--- config.mk ---
export PLATFORM = sky130hd
export DESIGN_NAME = inst_prefetch
export DESIGN_NICKNAME = d
export VERILOG_FILES = /design/src/rtl/inst_prefetch.sv
export SDC_FILE = /design/constraint.sdc
export NUM_CORES = 1
export LEC_CHECK = 0
export CAP_MARGIN = 15
export CORE_MARGIN = 5
export CORE_UTILIZATION = 38
export CTS_CLUSTER_DIAMETER = 120
export DETAILED_ROUTE_END_ITERATION = 8
export DONT_BUFFER_PORTS = 1
export SYNTH_ARGS = -nofsm -noshare
export SYNTH_HDL_FRONTEND = slang
export SYNTH_SLANG_ARGS = --single-unit
--- constraint.sdc ---
create_clock -name clk -period 5.19 [get_ports clk]
set_clock_uncertainty 0.1 [all_clocks]
set_input_delay 1.038 -clock clk [delete_from_list [all_inputs] [get_ports clk]]
set_output_delay 1.038 -clock clk [all_outputs]
set_load 0.005 [all_outputs]
--- src/rtl/inst_prefetch.sv ---
// inst_prefetch: instruction fetch front end with a small prefetch queue.
// Issues sequential word fetches to instruction memory and buffers the returned
// instructions with their PCs. The buffered head is presented to IF_ID under a
// valid/ready handshake. A redirect flushes the queue, discards every response
// still in flight, and restarts fetching at the new target.
module inst_prefetch #(
  parameter int          DEPTH    = 4,
  parameter int          MAX_OUT  = 2,
  parameter logic [31:0] RESET_PC = 32'h0000_0000
) (
  input  logic        clk,
  input  logic        rst,
  input  logic        jmp,
  input  logic [31:0] jmp_pc_i,
  output logic        imem_req_o,
  output logic [31:0] imem_addr_o,
  input  logic        imem_req_ready_i,
  input  logic        imem_rsp_valid_i,
  input  logic [31:0] imem_rsp_data_i,
  output logic        inst_valid_o,
  input  logic        inst_ready_i,
  output logic [31:0] cur_pc_o,
  output logic [31:0] cur_inst_o
);

  localparam int PW = $clog2(DEPTH);
  localparam int CW = $clog2(DEPTH + 1);
  localparam int OW = $clog2(MAX_OUT + 1);
  localparam int SW = CW + OW;
  localparam logic [31:0] NOP = 32'h0000_0013;

  logic [31:0]   fetch_pc_q, fetch_pc_d;
  logic [31:0]   rsp_pc_q, rsp_pc_d;
  logic [CW-1:0] cnt_q, cnt_d;
  logic [PW-1:0] rd_ptr_q, rd_ptr_d;
  logic [PW-1:0] wr_ptr_q, wr_ptr_d;
  logic [OW-1:0] out_cnt_q, out_cnt_d;
  logic [OW-1:0] drop_cnt_q, drop_cnt_d;
  logic [31:0]   pc_mem_q [DEPTH];
  logic [31:0]   pc_mem_d [DEPTH];
  logic [31:0]   inst_mem_q [DEPTH];
  logic [31:0]   inst_mem_d [DEPTH];

  logic [SW-1:0] in_use;
  logic          accept;
  logic          rsp_ok;
  logic          pop;
  logic          push;

  // Request only while both credits remain: the outstanding limit and enough
  // room in the queue for every live (non-discarded) response plus what is held.
  always_comb begin
    in_use     = SW'(cnt_q) + SW'(out_cnt_q - drop_cnt_q);
    imem_req_o = !rst && !jmp && (out_cnt_q < OW'(MAX_OUT)) && (in_use < SW'(DEPTH));
  end

  assign imem_addr_o = fetch_pc_q;
  assign accept      = imem_req_o && imem_req_ready_i;
  assign rsp_ok      = imem_rsp_valid_i && (out_cnt_q != '0);

  // Head of queue comes straight from storage, so responses never reach IF_ID
  // combinationally; an empty queue shows PC 0 and a NOP.
  always_comb begin
    inst_valid_o = (cnt_q != '0) && !jmp;
    pop          = inst_valid_o && inst_ready_i;
    cur_pc_o     = (cnt_q != '0) ? pc_mem_q[rd_ptr_q] : 32'h0;
    cur_inst_o   = (cnt_q != '0) ? inst_mem_q[rd_ptr_q] : NOP;
  end

  // Next-state: redirect overrides everything, otherwise fetch advance,
  // response push/discard and head pop proceed independently.
  always_comb begin
    fetch_pc_d = fetch_pc_q;
    rsp_pc_d   = rsp_pc_q;
    cnt_d      = cnt_q;
    rd_ptr_d   = rd_ptr_q;
    wr_ptr_d   = wr_ptr_q;
    out_cnt_d  = out_cnt_q + OW'(accept) - OW'(rsp_ok);
    drop_cnt_d = drop_cnt_q;
    pc_mem_d   = pc_mem_q;
    inst_mem_d = inst_mem_q;
    push       = 1'b0;

    if (jmp) begin
      fetch_pc_d = jmp_pc_i & ~32'h3;
      rsp_pc_d   = jmp_pc_i & ~32'h3;
      cnt_d      = '0;
      rd_ptr_d   = '0;
      wr_ptr_d   = '0;
      // Every request still in flight after this cycle is stale. Ones already
      // marked for discard are among them, so the new discard count is simply
      // what remains outstanding; this keeps repeated redirects exact.
      drop_cnt_d = out_cnt_q - OW'(rsp_ok);
    end else begin
      if (accept) begin
        fetch_pc_d = fetch_pc_q + 32'd4;
      end
      if (rsp_ok) begin
        if (drop_cnt_q != '0) begin
          drop_cnt_d = drop_cnt_q - OW'(1);
        end else begin
          push = 1'b1;
        end
      end
      if (push) begin
        pc_mem_d[wr_ptr_q]   = rsp_pc_q;
        inst_mem_d[wr_ptr_q] = imem_rsp_data_i;
        wr_ptr_d             = wr_ptr_q + PW'(1);
        rsp_pc_d             = rsp_pc_q + 32'd4;
      end
      if (pop) begin
        rd_ptr_d = rd_ptr_q + PW'(1);
      end
      cnt_d = cnt_q + CW'(push) - CW'(pop);
    end
  end

  // Control state register with synchronous reset.
  always_ff @(posedge clk) begin
    if (rst) begin
      fetch_pc_q <= RESET_PC;
      rsp_pc_q   <= RESET_PC;
      cnt_q      <= '0;
      rd_ptr_q   <= '0;
      wr_ptr_q   <= '0;
      out_cnt_q  <= '0;
      drop_cnt_q <= '0;
    end else begin
      fetch_pc_q <= fetch_pc_d;
      rsp_pc_q   <= rsp_pc_d;
      cnt_q      <= cnt_d;
      rd_ptr_q   <= rd_ptr_d;
      wr_ptr_q   <= wr_ptr_d;
      out_cnt_q  <= out_cnt_d;
      drop_cnt_q <= drop_cnt_d;
    end
  end

  // Queue storage needs no reset: entries are only read while counted valid.
  always_ff @(posedge clk) begin
    pc_mem_q   <= pc_mem_d;
    inst_mem_q <= inst_mem_d;
  end

endmodule

==> results.yml, run 1 <==
floorplan:
  die_w_um: 198
  dieArea_sq_um: 39200
  core_area_sq_um: 34700
  num_io_pins: 168
  initial_core_util_pct: 38.7
  die_h_um: 198
  fp-row-count: 68
global_route:
  grt_pass1_vias: 7644
  antenna_found_initial: 0
  grt_max_degree: 64
  grt_pass1_wl_um: 45200
  grt-ovfl-total: 0
  grt_usage_pct: 14.7
setup_path:
  crit_path_top_delay_cell: "fa_1"
  cp.required_ns: 4.05
  cp-end-kind: "primary output"
  crit_type: "reg -> out"
  critPathMaxStageDelay_ns: 0.41
  start_kind: "flop"
  worstPathArrival_ns: 2.80
  cp_top_family: "adder cells"
  critical_path.max_fanout: 4
  path_cells: "inv_1 -> ha_1 -> inv_1 -> fa_1 -> ha_1 -> and3b_1 -> or3_4 -> a211oi_1"
  path_buf_inv: 2
synth:
  synth-edff-count: 248
  synth.ff_latch_count: 319
  syn_inst: 901
  syn_avg_cell_area_sq_um: 14.9
  async_reset_ff_share_pct: 0
  netlist_area_sq_um: 13400
  yosysWarningCount: 0
  seq_area_frac_synth_pct: 66.0
  synth.area.top_cells: "edfxtp_1, dfxtp_1, mux4_2"
  yosysTopAreaCell: "edfxtp_1"
  synth_flop_cell: "edfxtp_1"
  synth_cell_types: 57
  synth.top_cell.area_share_pct: 55.4
cts:
  path_clk_slew_ns: 0.06
  cts_tree: "built"
  cts_root_buf: "clkbuf_16"
  clock_latency_ns: 0.51
  cts_sinks: 319
  cts-hold-fix-buffers: 0
  post-cts-setup-buffers: 0
  htreeDepth: 2
  clock_tree.buffer_depth: 3
  cts_resized: 0
  numCtsBuffers: 35
timing:
  finalMaxSlewViolations: 0
  post-route-period-util_pct: 75.9
  relSlewSlack_pct: 33.4
  min_period_ns: 3.94
  rsz0062_at_grt: "no"
  fin_tns_setup_ns: 0
  hold_viol: 0
  setup_viol: 0
  fmax_mhz: 254
  worst_pin_slew_ns: 0.999
pwr:
  irDropWorstVdd_uv: 235
  p_leak_uw: 0.00464
  powerDensity_nw_per_um2: 384
placement:
  gp_congestion: 0.792
  io_buffers: 0
  dp.final_hpwl_um: 18400
run_status:
  status: "completed"
routing:
  first_iter_violations: 324
  wire_per_inst_um: 21.2
  wl_um: 29200
  viasPerCell: 5.45
  route.detailed.drc: 0
  drtAntennaViolNets: 0
  dr.pass1.iters: 5
  vias: 7521
final_layout:
  drive_gt1_share_pct: 15.7
  insertedDiodeCount: 0
  final_common_cell: "edfxtp_1"
  post-route-util_pct: 43.4
  most-common-layout-cells: "edfxtp_1, dfxtp_1, nor2b_1, mux4_2, nand2_1"
  syn_to_final_growth_pct: 12.1
  fin_nets: 983
job:
  max-cap-violations: 0
hold_path:
  hold_path.class: "reg -> reg"
## area by class of cell
| cell class | instances | area (sq um) |
|---|---|---|
| Clock buffer | 41 | 920 |
| Clock inverter | 23 | 241 |
| Fill cell | 3140 | 19700 |
| Inverter | 25 | 93.8 |
| Multi-Input combinational cell | 505 | 4260 |
| Sequential cell | 319 | 8870 |
| Tap cell | 455 | 569 |
| Timing Repair Buffer | 11 | 95.1 |
## metal layers
| layer | up-vias | global-route usage (%) | wire (um) |
|---|---|---|---|
| met5 | - | 0 | 0 |
| met4 | 0 | 3.55 | 418 |
| met3 | 33 | 5.31 | 2530 |
| met2 | 225 | 22.6 | 13300 |
| met1 | 3779 | 20.0 | 13000 |
| li1 | 3484 | - | - |
## tightest hold or removal path, delay by kind of cell (launching register included)
kind / cells / cell delay [ns]
AO/OA/AOI/OAI: 1 / 0.05
flip-flops: 1 / 0.34
AND/OR/NAND/NOR: 1 / 0.07
## where the power goes
| group | switching [uW] | total, uW | internal (uW) |
|---|---|---|---|
| Clock | 982 | 2460 | 1480 |
| Combinational | 228 | 384 | 156 |
| Sequential | 85.8 | 2940 | 2850 |
## cell usage after synthesis, types with 10 or more instances
cell / number
xnor2_1: 25
nor2_1: 31
a211oi_1: 12
and3_1: 11
a21oi_1: 20
nand3_1: 19
clkbuf_1: 43
o311ai_1: 11
o31a_1: 10
or3_1: 13
dfxtp_1: 71
nand4_1: 11
nand2_1: 60
mux4_2: 62
inv_1: 22
a31oi_1: 19
edfxtp_1: 248
ha_1: 14
nor3_1: 13
nor4_1: 17
nor2b_1: 63
## logic make-up after synthesis
family                   count (synthesis)  synth area share [%]
XOR/XNOR                                33                  2.15
AO/OA/AOI/OAI                          116                  6.22
adder cells (fa/ha/maj)                 16                  1.60
AND/OR/NAND/NOR                        271                  10.9
multiplexers                            65                  10.6
flip-flops                             319                  66.0
other                                    1                0.0279
buffers and inverters                   80                  2.41
## per-stage QoR
stage,std cells,setup WS [ns],area (sq um),power (uW),hold slack [ns]
finish,1379,1.25,15100,5780,0.405
CTS,1379,1.20,15100,5860,0.400
floorplan,904,1.59,13400,3270,0.366
detailed placement,1315,1.38,13900,3380,0.393
global route,1379,1.04,15100,6020,0.430
global placement,1315,1.42,13900,3370,0.384
## registers in the layout (all words and copies together), names as in the netlist
| signal | count |
|---|---|
| inst_mem_q | 128 |
| pc_mem_q | 120 |
| imem_addr_o | 30 |
| rsp_pc_q | 30 |
| cnt_q | 3 |
| drop_cnt_q | 2 |
| out_cnt_q | 2 |
| rd_ptr_q | 2 |
| wr_ptr_q | 2 |
## worst paths after layout
| path | from | end | slack (ns) | depth (start not counted) |
|---|---|---|---|---|
| setup / recovery | out_cnt_q[0] | imem_req_o | 1.25 | 8 |
| setup reg to reg | out_cnt_q[0] | out_cnt_q[1] | 1.38 | 16 |
| hold reg to reg | wr_ptr_q[1] | wr_ptr_q[1] | 0.41 | 2 |
| hold / removal | wr_ptr_q[1] | wr_ptr_q[1] | 0.41 | 2 |
Note: power is estimated with default switching activity, not from simulation.
==> run 2: changes to the inputs <==
Clock period 5.19 ns to 3.74 ns, I/O delays scaled along.
==> results.yml, run 2 (synthesis gave the netlist of run 1 again) <==
routing:
  first_iter_violations: 408
  dr.pass1.iters: 4
  route.detailed.drc: 0
  wire_per_inst_um: 21.1
  viasPerCell: 5.47
  vias: 7566
  drtAntennaViolNets: 0
  wl_um: 29100
timing:
  min_period_ns: 3.50
  setup_ws_ns: 0.237
  fmax_mhz: 286
  holdWs_ns: 0.219
  fin_tns_setup_ns: 0
  finalMaxSlewViolations: 0
  rsz0062_at_grt: "no"
  worst_pin_slew_ns: 0.740
  hold_viol: 0
  post-route-period-util_pct: 93.7
  relSlewSlack_pct: 50.7
  setup_viol: 0
run_status:
  status: "completed"
floorplan:
  dieArea_sq_um: 39200
  initial_core_util_pct: 38.7
  die_w_um: 198
  fp-row-count: 68
  num_io_pins: 168
  core_area_sq_um: 34700
  die_h_um: 198
cts:
  clock_tree.buffer_depth: 3
  cts-hold-fix-buffers: 0
  cts_root_buf: "clkbuf_16"
  clock_latency_ns: 0.50
  numCtsBuffers: 35
  cts_sinks: 319
  path_clk_slew_ns: 0.06
  htreeDepth: 2
  cts_tree: "built"
setup_path:
  critPathMaxStageDelay_ns: 0.41
  cp.required_ns: 2.89
  path_cells: "inv_1 -> ha_1 -> inv_1 -> fa_1 -> ha_1 -> and3b_1 -> or3_4 -> a211oi_2"
  cp-end-kind: "primary output"
  rrSetupSlack_ns: 0.37
  worstPathArrival_ns: 2.65
  reg2reg_to: "imem_addr_o[16]"
  crit_type: "reg -> out"
  rr_worst_depth: 12
  start_kind: "flop"
  critical_path.max_fanout: 4
  r2r-start: "out_cnt_q[0]"
  crit_path_top_delay_cell: "fa_1"
final_layout:
  top_register: "inst_mem_q"
  top_regs: "inst_mem_q (128), pc_mem_q (120)"
  most-common-layout-cells: "edfxtp_1, dfxtp_1, nor2b_1, mux4_2, nand2_1"
  fin_nets: 988
  register_area_sq_um: 8870
  final_cell_area_sq_um: 15100
  final_common_cell: "edfxtp_1"
  drive_gt1_share_pct: 15.6
  insertedDiodeCount: 0
  syn_to_final_growth_pct: 12.2
  num-fill-cells: 3145
  largest_reg_flops: 128
  multiInputGateArea_sq_um: 4270
placement:
  gp_congestion: 0.776
  place_ws_ns: 0.373
  dp.final_hpwl_um: 18500
  placed_area_sq_um: 14000
  io_buffers: 0
pwr:
  p_leak_uw: 0.00465
  irDropWorstVdd_uv: 288
  powerDensity_nw_per_um2: 518
  p_total_uw: 7810
hold_path:
  whs_endpoint: "imem_addr_o[29]"
  min_delay_path_depth: 1
  hold_start: "rst"
  hold_path.class: "in -> reg"
global_route:
  grt_usage_pct: 14.6
  grt-ovfl-total: 0
  grt_pass1_vias: 7500
  grt_pass1_wl_um: 44600
  antenna_found_initial: 0
  grt_max_degree: 66
job:
  max-cap-violations: 0
run 2: cell types whose count changed in the layout (fill, tap and decap cells not counted), sizes merged:
| cell | change |
|---|---|
| buf | +5 |
| bufinv | -3 |
| clkbuf | +5 |
| clkinvlp | -4 |
run 2: area by class of cell:
type	instances	share of cell area, %
sequential	319	58.9
multi-input combinational	505	28.3
clock buffer	46	6.43
tap	455	3.78
timing repair buffer	16	1.29
clock inverter	16	0.722
inverter	25	0.622
run 2: what timing repair did:
| action | in CTS | in global routing |
|---|---|---|
| setup endpoints to repair | 0 | 1 |
| gates resized for setup | 0 | 1 |
| buffers inserted | 0 | 0 |
run 2: per-stage QoR:
step,util (%),cells
floorplan,-,904
global placement,40.3,1320
detailed placement,40.3,1320
CTS,43.4,1382
global route,43.4,1382
finish,43.4,1382
run 2: where the power goes:
group / internal (uW) / switching (uW)
Sequential: 3950 / 120
Combinational: 224 / 314
Clock: 1900 / 1300
Total: 6070 / 1740
run 2: metal layers:
metal | vias up | routed length [um] | track usage [%]
met1 | 3789 | 12700 | 19.8
met2 | 243 | 13200 | 22.9
met5 | - | 0 | 0
li1 | 3496 | - | -
met4 | 0 | 403 | 2.86
met3 | 38 | 2810 | 5.17
run 2: how the worst max path moves through the flow:
stage	start	end	slack [ns]
detailed placement	out_cnt_q[0]	imem_addr_o[22]	0.37
global placement	out_cnt_q[0]	imem_addr_o[29]	0.44
CTS	out_cnt_q[0]	imem_req_o	0.06
global route	out_cnt_q[0]	imem_req_o	0.07
finish	out_cnt_q[0]	imem_req_o	0.24
floorplan	out_cnt_q[0]	out_cnt_q[1]	0.17
run 2: worst max-delay path: cells and delay by family (launching register included):
| kind | cells | cell delay [ns] |
|---|---|---|
| AND/OR/NAND/NOR | 2 | 0.52 |
| flip-flops | 1 | 0.37 |
| buffers and inverters | 2 | 0.14 |
| adder cells (fa/ha/maj) | 3 | 0.88 |
| AO/OA/AOI/OAI | 1 | 0.26 |
